**src/rtl/fadder_serial_n.sv**
```systemverilog
// Digit-serial adder/subtractor: adds DIGIT bits per clock, LSB digit first,
// with a registered carry between digits and a start/busy/done handshake.
module fadder_serial_n #(
    parameter int WIDTH = 16,
    parameter int DIGIT = 4
) (
    input  logic             clk,
    input  logic             rst_n,
    input  logic             start,
    input  logic [WIDTH-1:0] A,
    input  logic [WIDTH-1:0] B,
    input  logic             Cin,
    input  logic             SUB,
    output logic             busy,
    output logic             done,
    output logic [WIDTH-1:0] S,
    output logic             Cout,
    output logic             OVF
);

    localparam int N  = WIDTH / DIGIT;
    localparam int CW = (N > 1) ? $clog2(N) : 1;
    localparam logic [CW-1:0] LAST = CW'(N - 1);

    typedef enum logic {IDLE, RUN} state_t;

    state_t           state, state_next;
    logic [CW-1:0]    cnt;
    logic [WIDTH-1:0] op_a, op_b, acc, acc_next;
    logic             carry;
    logic [DIGIT:0]   dsum;
    logic             load, step, last;

    always_ff @(posedge clk or negedge rst_n) begin
        if (!rst_n) state <= IDLE;
        else        state <= state_next;
    end

    always_comb begin
        state_next = state;
        load       = 1'b0;
        step       = 1'b0;
        last       = 1'b0;
        case (state)
            IDLE: begin
                if (start) begin
                    load       = 1'b1;
                    state_next = RUN;
                end
            end
            RUN: begin
                step = 1'b1;
                if (cnt == LAST) begin
                    last       = 1'b1;
                    state_next = IDLE;
                end
            end
            default: state_next = IDLE;
        endcase
    end

    assign busy = (state == RUN);

    // The current digit always sits in the low bits of the operand shift registers.
    assign dsum     = {1'b0, op_a[DIGIT-1:0]} + {1'b0, op_b[DIGIT-1:0]} + {{DIGIT{1'b0}}, carry};
    assign acc_next = (acc >> DIGIT) | (WIDTH'(dsum[DIGIT-1:0]) << (WIDTH - DIGIT));

    always_ff @(posedge clk or negedge rst_n) begin
        if (!rst_n) begin
            op_a  <= '0;
            op_b  <= '0;
            acc   <= '0;
            carry <= 1'b0;
            cnt   <= '0;
            done  <= 1'b0;
            S     <= '0;
            Cout  <= 1'b0;
            OVF   <= 1'b0;
        end else begin
            done <= last;
            if (load) begin
                op_a  <= A;
                op_b  <= SUB ? ~B : B;
                carry <= SUB ? 1'b1 : Cin;
                cnt   <= '0;
            end else if (step) begin
                op_a  <= op_a >> DIGIT;
                op_b  <= op_b >> DIGIT;
                acc   <= acc_next;
                carry <= dsum[DIGIT];
                cnt   <= cnt + CW'(1);
            end
            // On the final digit the operand MSBs are still at bit DIGIT-1.
            if (last) begin
                S    <= acc_next;
                Cout <= dsum[DIGIT];
                OVF  <= (op_a[DIGIT-1] == op_b[DIGIT-1]) && (dsum[DIGIT-1] != op_a[DIGIT-1]);
            end
        end
    end

endmodule

```
**config.mk**
```make
export PLATFORM = sky130hd
export DESIGN_NAME = fadder_serial_n
export DESIGN_NICKNAME = d
export VERILOG_FILES = /design/src/rtl/fadder_serial_n.sv
export SDC_FILE = /design/constraint.sdc
export NUM_CORES = 1
export LEC_CHECK = 0
export ABC_AREA = 1
export CORE_MARGIN = 2
export CORE_UTILIZATION = 41
export DETAILED_ROUTE_END_ITERATION = 8
export HOLD_SLACK_MARGIN = 0.12
export PLACE_DENSITY = 0.65
export SLEW_MARGIN = 20
export SYNTH_ARGS = -nofsm -noshare
export SYNTH_HDL_FRONTEND = slang
export SYNTH_SLANG_ARGS = --single-unit
```
**constraint.sdc**
```tcl
create_clock -name clk -period 2.5 [get_ports clk]
set_input_delay 0.375 -clock clk [delete_from_list [all_inputs] [get_ports clk]]
set_output_delay 0.375 -clock clk [all_outputs]
set_load 0.05 [all_outputs]
```
# Yosys cells after proc, flatten, opt, wreduce, memory -nomap -nowiden
# Index checks and enable logic that the tools add are counted.
# W data, S select, Z words.
[classes] add_sub_neg=3 eq_ne=3 mux=17 bitwise=4 reduce_logical=3
[ops] operator="$mux W16" n=5
[ops] operator="$not A16 Y16" n=1
[ops] operator="$or A12 B16 Y16" n=1
[ops] operator="$mux W1" n=9
[ops] operator="$add A4 B4 Y5" n=1
[ops] operator="$add A5 B1 Y5" n=1
[ops] operator="$mux W2" n=2
[ops] operator="$add A2 B1 Y2 const B" n=1
[ops] operator="$eq A2 B2 Y1 const B" n=1
[ops] operator="$not A1 Y1" n=2
[ops] operator="$pmux W1 S2" n=1
[ops] operator="$reduce_and A2 Y1" n=1
[ops] operator="$reduce_bool A2 Y1" n=1
[ops] operator="$eq A1 B1 Y1" n=1
[ops] operator="$logic_and A1 B1 Y1" n=1
[ops] operator="$ne A1 B1 Y1" n=1
[totals] reg_bits=71 out_inout_bits=20 word_cells=40

# Longest topological paths before layout
# Gate-level depths: netlist of run 1.
[depth] depth_word=4 mapped_depth=6

# Worst setup path before layout of run 1
# No wires, ideal clock.
[synth_path] path_kind="reg2reg" start="register op_a[0]" end="register S[13]" setup_ps=83 arrival_ps=1451 slack_ps=966 stages_incl_launch_ff=5 path_buffers=0 period_less_slack_ps=1534 cell_sequence="dfrtp_1 -> fa_1 -> inv_1 -> fa_1 -> o21ai_0"
[synth_via] elab_chain_len=3
[synth_lines] element="from (decl)" line="29" text="logic [WIDTH-1:0] op_a, op_b, acc, acc_next;"
[synth_lines] element="from (signal assigned)" line="87" text="op_a <= op_a >> DIGIT;"
[synth_lines] element="$add A4 B4 Y5" line="65" text="assign dsum = {1'b0, op_a[DIGIT-1:0]} + {1'b0, op_b[DIGIT-1:0]} + {{DIGIT{1'b0}}, carry};"
[synth_lines] element="$add A5 B1 Y5" line="65"
[synth_lines] element="$or A12 B16 Y16" line="66" text="assign acc_next = (acc >> DIGIT) | (WIDTH'(dsum[DIGIT-1:0]) << (WIDTH - DIGIT));"
[synth_lines] element="to (signal assigned)" line="95" text="S <= acc_next;"
[synth_lines] element="to (decl)" line="16" text="output logic [WIDTH-1:0] S,"
# Every way passes these cells.
# A chain may end at the register's enable or synchronous reset.

# Worst setup path in the final report of run 1
[layout_path] start="register OVF" end="output OVF"
[layout_rtl] element="from (decl)" line="18" text="output logic OVF"
[layout_rtl] element="from (signal assigned)" line="97" text="OVF <= (op_a[DIGIT-1] == op_b[DIGIT-1]) && (dsum[DIGIT-1] != op_a[DIGIT-1]);"
# No word-level cell between the ends.

==> impl_metrics.ini, run 1 <==
[global_route]
track_usage_pct = 16.7
grt_pass1_wl_um = 10100
grt_pass1_vias = 2145
grt_start_max_net_pins = 43
grt_antenna_before_repair = 0
overflow = 0

[floorplan]
start_util_pct = 41.7
die_x_um = 89.2
fp.dieH_um = 89.2
row_count = 31
coreArea_um2 = 7140
design.die.area_um2 = 7950
io_pins = 57

[clock_network]
cts_buffer_depth = 2
postCtsResizedCells = 0
cts_setup_buffers = 0
holdBufCountCts = 1
cts_buffers = 9
cts.sinks = 67
cts_tree = done
clkTransAtPathRegs_ns = 0.07
clockRootBuffer = clkbuf_8
htreeDepth = 3
clk_latency_ns = 0.34

[detailed_routing]
wl_per_cell_um = 12.6
drt_iter0_markers = 114
drc = 0
vias = 2219
vias_per_cell = 4.83
dr.pass1.iters = 4
wirelength_um = 5800
ant_nets = 0

[synthesis]
ys_ff_latch = 67
async_flop_share_pct = 100
synth_cell_types = 28
synth_cells = 297
yosys_warnings = 0
synth_fp_nets = 340
synth_area_um2 = 2970
syn_avg_cell_area_um2 = 10.0
synth_ff_type = dfrtp_1
yosysSeqAreaShare_pct = 56.4
synth_edf_count = 0

[sta]
finalCriticalPeriod_ns = 1.88
tns_ns = 0
hold_viol_final = 0
fin_crit_sh_pct = 75.1
clock_skew_ns = 0.00537
max_freq_ghz = 0.533
max_slew_margin_pct = 60.1
worst_pin_slew_ns = 0.598
setup_viol = 0
slew_viol_final = 0
rsz0062_at_grt = false

[critical_path]
crit_chain = clkdlybuf4s50_1
crit_required_ns = 2.12
cp_slowest_cell = clkdlybuf4s50_1
crit_arrival_ns = 1.50
slowest_delay_ns = 0.81
endpoint_kind = output pin
path_max_fanout = 2
startpoint_type = flip-flop
cp.depth = 1
criticalPathCategory = reg -> out
cp_num_buf_inv = 1
path_delay_family = buffers and inverters
reg2reg_depth = 6

[power_and_ir_drop]
p_comb_share_pct = 42.1
p_leak_nw = 1.71
p_sw_mw = 1.82
vdd_drop_max_mv = 0.391
power.density_nw_per_um2 = 1170
p_int_mw = 2.64
seq_power_share_pct = 38.6
switching_share_pct = 40.7
p_clk_share_pct = 19.3

[cells_and_area]
area_growth_pct = 27.6
antenna_cells = 0
instances_no_fill = 459
layout-drive-gt1-share_pct = 7.78
fin_nets = 398

[run]
maxCapViolations = 0

[hold_path]
hold_depth = 2
hp-class = reg -> reg

[placement]
io_buffers = 56
dp_hpwl_um = 3960
place_congestion = 0.876
dp.cells = 442

[outcome]
status = completed
[metal layers]
| layer | vias to the layer above | share of wire [%] | track usage [%] |
|---|---|---|---|
| li1 | 1095 | - | - |
| met1 | 1053 | 49 | 23.1 |
| met2 | 60 | 45 | 24.7 |
| met3 | 11 | 4.0 | 3.23 |
| met4 | 0 | 2.0 | 9.36 |
| met5 | - | 0 | 0 |
[worst paths after layout]
kind / startpoint / to / slack (ns)
min reg2reg: S[1]$_DFFE_PN0P_ / S[1]$_DFFE_PN0P_ / 0.48
max: OVF$_DFFE_PN0P_ / OVF / 0.62
min: S[1]$_DFFE_PN0P_ / S[1]$_DFFE_PN0P_ / 0.48
max in group asynchronous: rst_n / op_a[9]$_DFFE_PN0P_ / 1.30
min in group asynchronous: rst_n / S[2]$_DFFE_PN0P_ / 0.58
max reg2reg: op_b[0]$_DFFE_PN0P_ / carry$_DFFE_PN0P_ / 0.83
[registers in the layout, indices dropped and copies added, names as in the netlist]
name,cells
S,16
carry,1
acc,12
done,1
cnt,2
op_b,16
Cout,1
op_a,16
OVF,1
busy,1
[cells in the final DEF, fill, tap and decap left out, drive strengths merged]
| master | Yosys | layout |
|---|---|---|
| a21oi | 2 | 2 |
| a22o | 3 | 3 |
| a22oi | 12 | 12 |
| buf | 14 | 7 |
| clkbuf | 1 | 15 |
| clkdlybuf4s50 | 0 | 54 |
| clkinv | 1 | 2 |
| dfrtp | 67 | 67 |
| dlygate4sd3 | 0 | 1 |
| fa | 2 | 2 |
| ha | 4 | 4 |
| inv | 29 | 29 |
| nand2 | 77 | 77 |
| nand3 | 9 | 9 |
| nor2 | 4 | 4 |
| o211ai | 6 | 6 |
| o21ai | 44 | 44 |
| o221ai | 6 | 6 |
| xnor2 | 15 | 15 |
| xor2 | 1 | 1 |
[metrics by stage]
step / instance area [um^2] / hold WS (ns) / utilization (%) / worst slack (ns) / total power, mW
after floorplan: 2970 / 0.0794 / - / 0.966 / 3.05
after global placement: 3590 / 0.412 / 50.4 / 0.753 / 3.57
after detailed placement: 3590 / 0.416 / 50.4 / 0.703 / 3.62
after CTS: 3790 / 0.487 / 53.2 / 0.601 / 4.49
after global routing: 3790 / 0.510 / 53.2 / 0.554 / 4.80
final: 3790 / 0.480 / 53.2 / 0.623 / 4.46
[cells by family (layout without fill, tap and decap cells)]
| kind of cell | Yosys count | count (layout) | share of synthesized area, % |
|---|---|---|---|
| buffers and inverters | 45 | 108 | 7.99 |
| xor gates and xnor gates | 16 | 16 | 4.71 |
| DFF | 67 | 67 | 56.4 |
| and+or+nand+nor | 90 | 90 | 12.5 |
| AOI/OAI and AO/OA | 73 | 73 | 15.4 |
| adders and majority gates | 6 | 6 | 3.03 |
[cell type report]
class / instances / area (um^2)
flip-flops and latches: 67 / 1680
clock buffers: 15 / 186
fillers: 691 / 3340
multi-input cells: 185 / 1060
inverters: 30 / 118
well taps: 99 / 124
repair buffers: 62 / 626
clock inverters: 1 / 5.00
[Yosys cell counts, types with 2 or more instances]
master,count,share of area [%]
nand3_1,9,1.5
o211ai_1,5,1.3
xnor2_1,15,4.4
a21oi_1,2,0.34
buf_2,6,1.0
o21ai_2,2,0.59
o21ai_1,11,1.9
fa_1,2,1.3
buf_4,2,0.50
ha_1,4,1.7
a22o_1,3,0.88
a22oi_1,12,3.0
buf_6,5,1.9
nand2_1,76,9.6
o221ai_1,6,1.8
o21ai_0,31,5.2
dfrtp_1,67,56
nor2_1,3,0.38
inv_1,27,3.4
[power groups by stage]
stage	clock network (mW)	registers [mW]	logic [mW]
2_1_floorplan	0	2.12	0.933
3_3_place_gp	0	1.73	1.84
3_5_place_dp	0	1.74	1.88
4_1_cts	0.875	1.72	1.89
5_1_grt	0.928	1.78	2.10
6_report	0.862	1.72	1.88
No activity file was read; power rests on OpenSTA's default activity.
==> run 2, diff against run 1 <==
- PLACE_DENSITY: 0.65 -> 0.68
- clock period: 2.5 -> 1.7 ns (I/O delays scaled with it)
==> run 2 against run 1 <==
Worst setup slack got worse by 0.53 ns. Sequential share of layout area about the same. Worst hold slack got worse by 0.025 ns. Clock power increased by 44%. First-iteration DRC count decreased by 30%. Routed wire length decreased by 2.8%. Sequential power increased by 49%. Cell area increased by 0.16%. Combinational power increased by 44%. Via count about the same. Sequential cell count unchanged. Largest cell class unchanged. Highest routed layer unchanged.
==> impl_metrics.ini, run 2 (same netlist as run 1, synthesis figures left out) <==
[outcome]
status = completed

[power_and_ir_drop]
power.density_nw_per_um2 = 1710
vdd_drop_max_mv = 0.769
p_leak_nw = 1.77

[global_route]
grt_antenna_before_repair = 0
grt_pass1_wl_um = 9930
track_usage_pct = 16.3
overflow = 0
grt_start_max_net_pins = 68
grt_pass1_vias = 2224

[critical_path]
cp_slowest_cell = fa_1
crit_start = op_a[0]$_DFFE_PN0P_
crit_required_ns = 1.96
slowest_delay_ns = 0.47
worstReg2RegStart = op_a[0]$_DFFE_PN0P_
path_max_fanout = 3
crit_chain = fa_1 > inv_1 > fa_1 > o21ai_0
crit_arrival_ns = 1.87
cpMostUsedCell = fa_1
endpoint_kind = flip-flop
rr_endpoint = acc[13]$_DFFE_PN0P_
reg2reg_depth = 4
timing.reg2reg.setup_slack_ns = 0.09
startpoint_type = flip-flop
cp-endpoint = acc[13]$_DFFE_PN0P_
criticalPathCategory = reg -> reg

[detailed_routing]
wirelength_um = 5640
dr.pass1.iters = 6
vias = 2218
ant_nets = 0
wl_per_cell_um = 12.1
vias_per_cell = 4.76
drc = 0
drt_iter0_markers = 80

[cells_and_area]
design_area_um2 = 3800
layout-drive-gt1-share_pct = 15.0
mostFrequentLayoutCell = nand2_1
top_regs = S x16, op_a x16, op_b x16
area_growth_pct = 27.8
final_cell_mix = nand2_1 (76), dfrtp_1 (66), clkdlybuf4s50_1 (35)
fin_nets = 405
antenna_cells = 0

[sta]
max_freq_ghz = 0.621
clock_skew_ns = 0.00513
worst_pin_slew_ns = 0.357
setup_viol = 0
tns_ns = 0
hold_viol_final = 0
finalCriticalPeriod_ns = 1.61
slew_viol_final = 0
fin_crit_sh_pct = 94.7
max_slew_margin_pct = 76.2
rsz0062_at_grt = false

[hold_path]
hp-class = in -> async

[clock_network]
cts_buffers = 9
clockRootBuffer = clkbuf_8
cts_setup_buffers = 0
cts.sinks = 67
clkTransAtPathRegs_ns = 0.07
htreeDepth = 3
clk_latency_ns = 0.34
cts_tree = done
cts_buffer_depth = 2

[placement]
place_congestion = 0.885
dp_hpwl_um = 3960
io_buffers = 56
post_dp_cell_area_um2 = 3600

[floorplan]
io_pins = 57
coreArea_um2 = 7140
fp.dieH_um = 89.2
row_count = 31
design.die.area_um2 = 7950
start_util_pct = 41.7
die_x_um = 89.2

[run]
maxCapViolations = 0
## run 2: changes by cell type in the layout (fill, tap and decap cells not counted)
cell / before / now
buf_4: 4 / 30
clkdlybuf4s50_1: 54 / 35
dfrtp_1: 67 / 66
dfrtp_2: 0 / 1
o21ai_0: 31 / 30
o21ai_1: 11 / 12
## run 2: through the flow
step	worst slack [ns]	hold WS, ns	total power, mW	util, %	instances
2_1_floorplan	0.166	-0.0406	4.49	-	297
3_3_place_gp	0.129	0.298	5.25	50.4	449
3_5_place_dp	0.0956	0.301	5.32	50.4	449
4_1_cts	0.0348	0.473	6.59	53.2	466
5_1_grt	0.0138	0.494	7.02	53.3	466
6_report	0.0896	0.455	6.52	53.3	466
## run 2: repair_timing
item | in CTS | in global routing
hold buffers | 1 | 0
setup endpoints to repair | 0 | 3
resized for setup | 0 | 2
hold endpoints to repair | 67 | 0
## run 2: worst min path at each step
stage / from / to / depth (start not counted)
6_report: rst_n / S[0]$_DFFE_PN0P_ / 3
5_1_grt: A[12] / op_a[12]$_DFFE_PN0P_ / 3
4_1_cts: A[13] / op_a[13]$_DFFE_PN0P_ / 3
3_5_place_dp: rst_n / S[0]$_DFFE_PN0P_ / 2
3_3_place_gp: rst_n / S[0]$_DFFE_PN0P_ / 2
2_1_floorplan: rst_n / Cout$_DFFE_PN0P_ / 0
## run 2: final cells by class
| cell class | count | area (um^2) |
|---|---|---|
| Clock buffer | 15 | 186 |
| Multi-Input combinational cell | 185 | 1060 |
| Timing Repair Buffer | 69 | 631 |
| Inverter | 30 | 118 |
| Fill cell | 707 | 3340 |
| Sequential cell | 67 | 1680 |
| Tap cell | 99 | 124 |
| Clock inverter | 1 | 5.00 |
## run 2: worst max-delay path: cells and delay by family (launching register included)
| family | cells | cell delay [ns] |
|---|---|---|
| adder cells (fa/ha/maj) | 2 | 0.88 |
| flip-flops | 1 | 0.40 |
| buffers and inverters | 1 | 0.09 |
| AO/OA/AOI/OAI | 1 | 0.17 |
## run 2: routing by layer
metal	global-route usage, %	part of all wire, %	vias to the layer above
met5	0	0	-
met4	6.11	1.5	0
met3	4.71	5.0	9
met2	27.5	47	57
met1	19.9	46	1047
li1	-	-	1105
## run 2: where the power goes
part           total, mW  switching (mW)  internal [mW]
logic               2.71            1.72          0.990
registers           2.57           0.363           2.20
clock network       1.24           0.551          0.688
total               6.52            2.64           3.88
==> run 3, diff against run 2 <==
- PLACE_DENSITY: 0.68 -> 0.65
- SETUP_SLACK_MARGIN: not set -> 0.5
- clock period: 1.7 -> 1.9 ns (I/O delays scaled with it)
==> run 3 against run 2 <==
Sequential power fell by 11%. Critical path depth unchanged. Largest cell class unchanged. Non-clock buffer count up 5.
==> impl_metrics.ini, run 3 (same netlist as run 1, synthesis figures left out) <==
[detailed_routing]
drt_iter0_markers = 110
dr.pass1.iters = 4
vias = 2255
drc = 0
wl_per_cell_um = 12.8
vias_per_cell = 4.78
ant_nets = 0
wirelength_um = 6020

[sta]
hold_viol_final = 0
clock_skew_ns = 0.0108
finalCriticalPeriod_ns = 1.51
worst_pin_slew_ns = 0.523
slew_viol_final = 0
tns_ns = 0
fin_crit_sh_pct = 79.7
rsz0062_at_grt = true
setup_viol = 0
max_slew_margin_pct = 65.2
max_freq_ghz = 0.661

[floorplan]
coreArea_um2 = 7140
start_util_pct = 41.7
design.die.area_um2 = 7950
fp.dieH_um = 89.2
die_x_um = 89.2
io_pins = 57
row_count = 31

[critical_path]
endpoint_kind = flip-flop
worstReg2RegStart = carry$_DFFE_PN0P_
slowest_delay_ns = 0.43
crit_chain = fa_2 > inv_2 > fa_2 > o21ai_1
crit_arrival_ns = 1.79
path_max_fanout = 2
cpMostUsedCell = fa_2
cp-endpoint = acc[13]$_DFFE_PN0P_
cp_slowest_cell = fa_2
crit_start = carry$_DFFE_PN0P_
path_delay_family = adder cells
startpoint_type = flip-flop
criticalPathCategory = reg -> reg
cp.depth = 4
timing.reg2reg.setup_slack_ns = 0.39
rr_endpoint = acc[13]$_DFFE_PN0P_
reg2reg_depth = 4
crit_required_ns = 2.18
cp_num_buf_inv = 1

[clock_network]
clk_latency_ns = 0.35
htreeDepth = 3
cts_buffers = 9
cts_tree = done
clkTransAtPathRegs_ns = 0.07
clockRootBuffer = clkbuf_8
cts_buffer_depth = 2
cts.sinks = 67

[global_route]
track_usage_pct = 16.4
overflow = 0
grt_start_max_net_pins = 30
grt_antenna_before_repair = 0
grt_pass1_wl_um = 9740
grt_pass1_vias = 2094

[cells_and_area]
mostFrequentLayoutCell = nand2_1
area_growth_pct = 33.4
layout-drive-gt1-share_pct = 19.8
final_cell_mix = nand2_1 (76), dfrtp_1 (66), clkdlybuf4s50_1 (35)
antenna_cells = 0
fin_nets = 411
top_regs = S x16, op_a x16, op_b x16
utilization_pct = 55.6

[outcome]
status = completed

[placement]
dp_hpwl_um = 4030
io_buffers = 56
place_congestion = 0.823

[hold_path]
hp-class = in -> async

[run]
maxCapViolations = 0

[power_and_ir_drop]
p_leak_nw = 1.81
vdd_drop_max_mv = 0.646
power.density_nw_per_um2 = 1600
==> run 3: repair_timing <==
action | CTS | global route
setup endpoints to repair | 27 | 32
gates cloned | 0 | 1
buffers inserted | 3 | 6
pin swaps | 4 | 2
hold endpoints to repair | 21 | 0
hold buffers | 1 | 0
gates resized for setup | 65 | 32
==> run 3: worst min path at each step <==
stage,startpoint,end,cells after the start
floorplan,rst_n,Cout$_DFFE_PN0P_,0
global placement,rst_n,S[0]$_DFFE_PN0P_,1
detailed placement,rst_n,S[0]$_DFFE_PN0P_,1
CTS,rst_n,S[0]$_DFFE_PN0P_,2
global route,rst_n,S[0]$_DFFE_PN0P_,2
finish,rst_n,S[0]$_DFFE_PN0P_,2
==> run 3: routing by layer <==
layer / GRT usage (%) / vias up / share of wire [%]
met5: 0 / - / 0
met4: 8.01 / 0 / 2.0
met3: 5.36 / 12 / 5.6
met2: 22.8 / 67 / 45
met1: 23.1 / 1055 / 48
li1: - / 1121 / -
==> run 3: layout make-up <==
cell class                 instances  area, um^2
fill                             652        3170
clock inverter                     3        67.6
timing repair buffer              74         683
tap                               99         124
inverter                          30         129
clock buffer                      13         179
sequential                        67        1680
multi-input combinational        186        1110
==> run 3: through the flow <==
stage / cell area [um^2] / instances / hold slack [ns] / power (mW) / setup WS [ns]
3_3_place_gp: 3620 / 445 / 0.287 / 4.73 / 0.241
4_1_cts: 3940 / 465 / 0.454 / 6.28 / 0.398
5_1_grt: 3970 / 472 / 0.489 / 6.79 / 0.348
2_1_floorplan: 2980 / 297 / -0.0106 / 4.03 / 0.442
3_5_place_dp: 3620 / 445 / 0.283 / 4.81 / 0.198
6_report: 3970 / 472 / 0.442 / 6.35 / 0.386
==> run 3: power by group <==
group          internal, mW  switching (mW)  total, mW
Combinational         0.971            1.68       2.65
Clock                 0.882           0.538       1.42
Sequential             1.97           0.306       2.28
Total                  3.82            2.53       6.35
==> run 3: worst reg2reg max path, stage by stage, from the launching register on <==
cell     delay (ns)
dfrtp_1        0.40
fa_2           0.42
inv_2          0.07
fa_2           0.43
o21ai_1        0.12
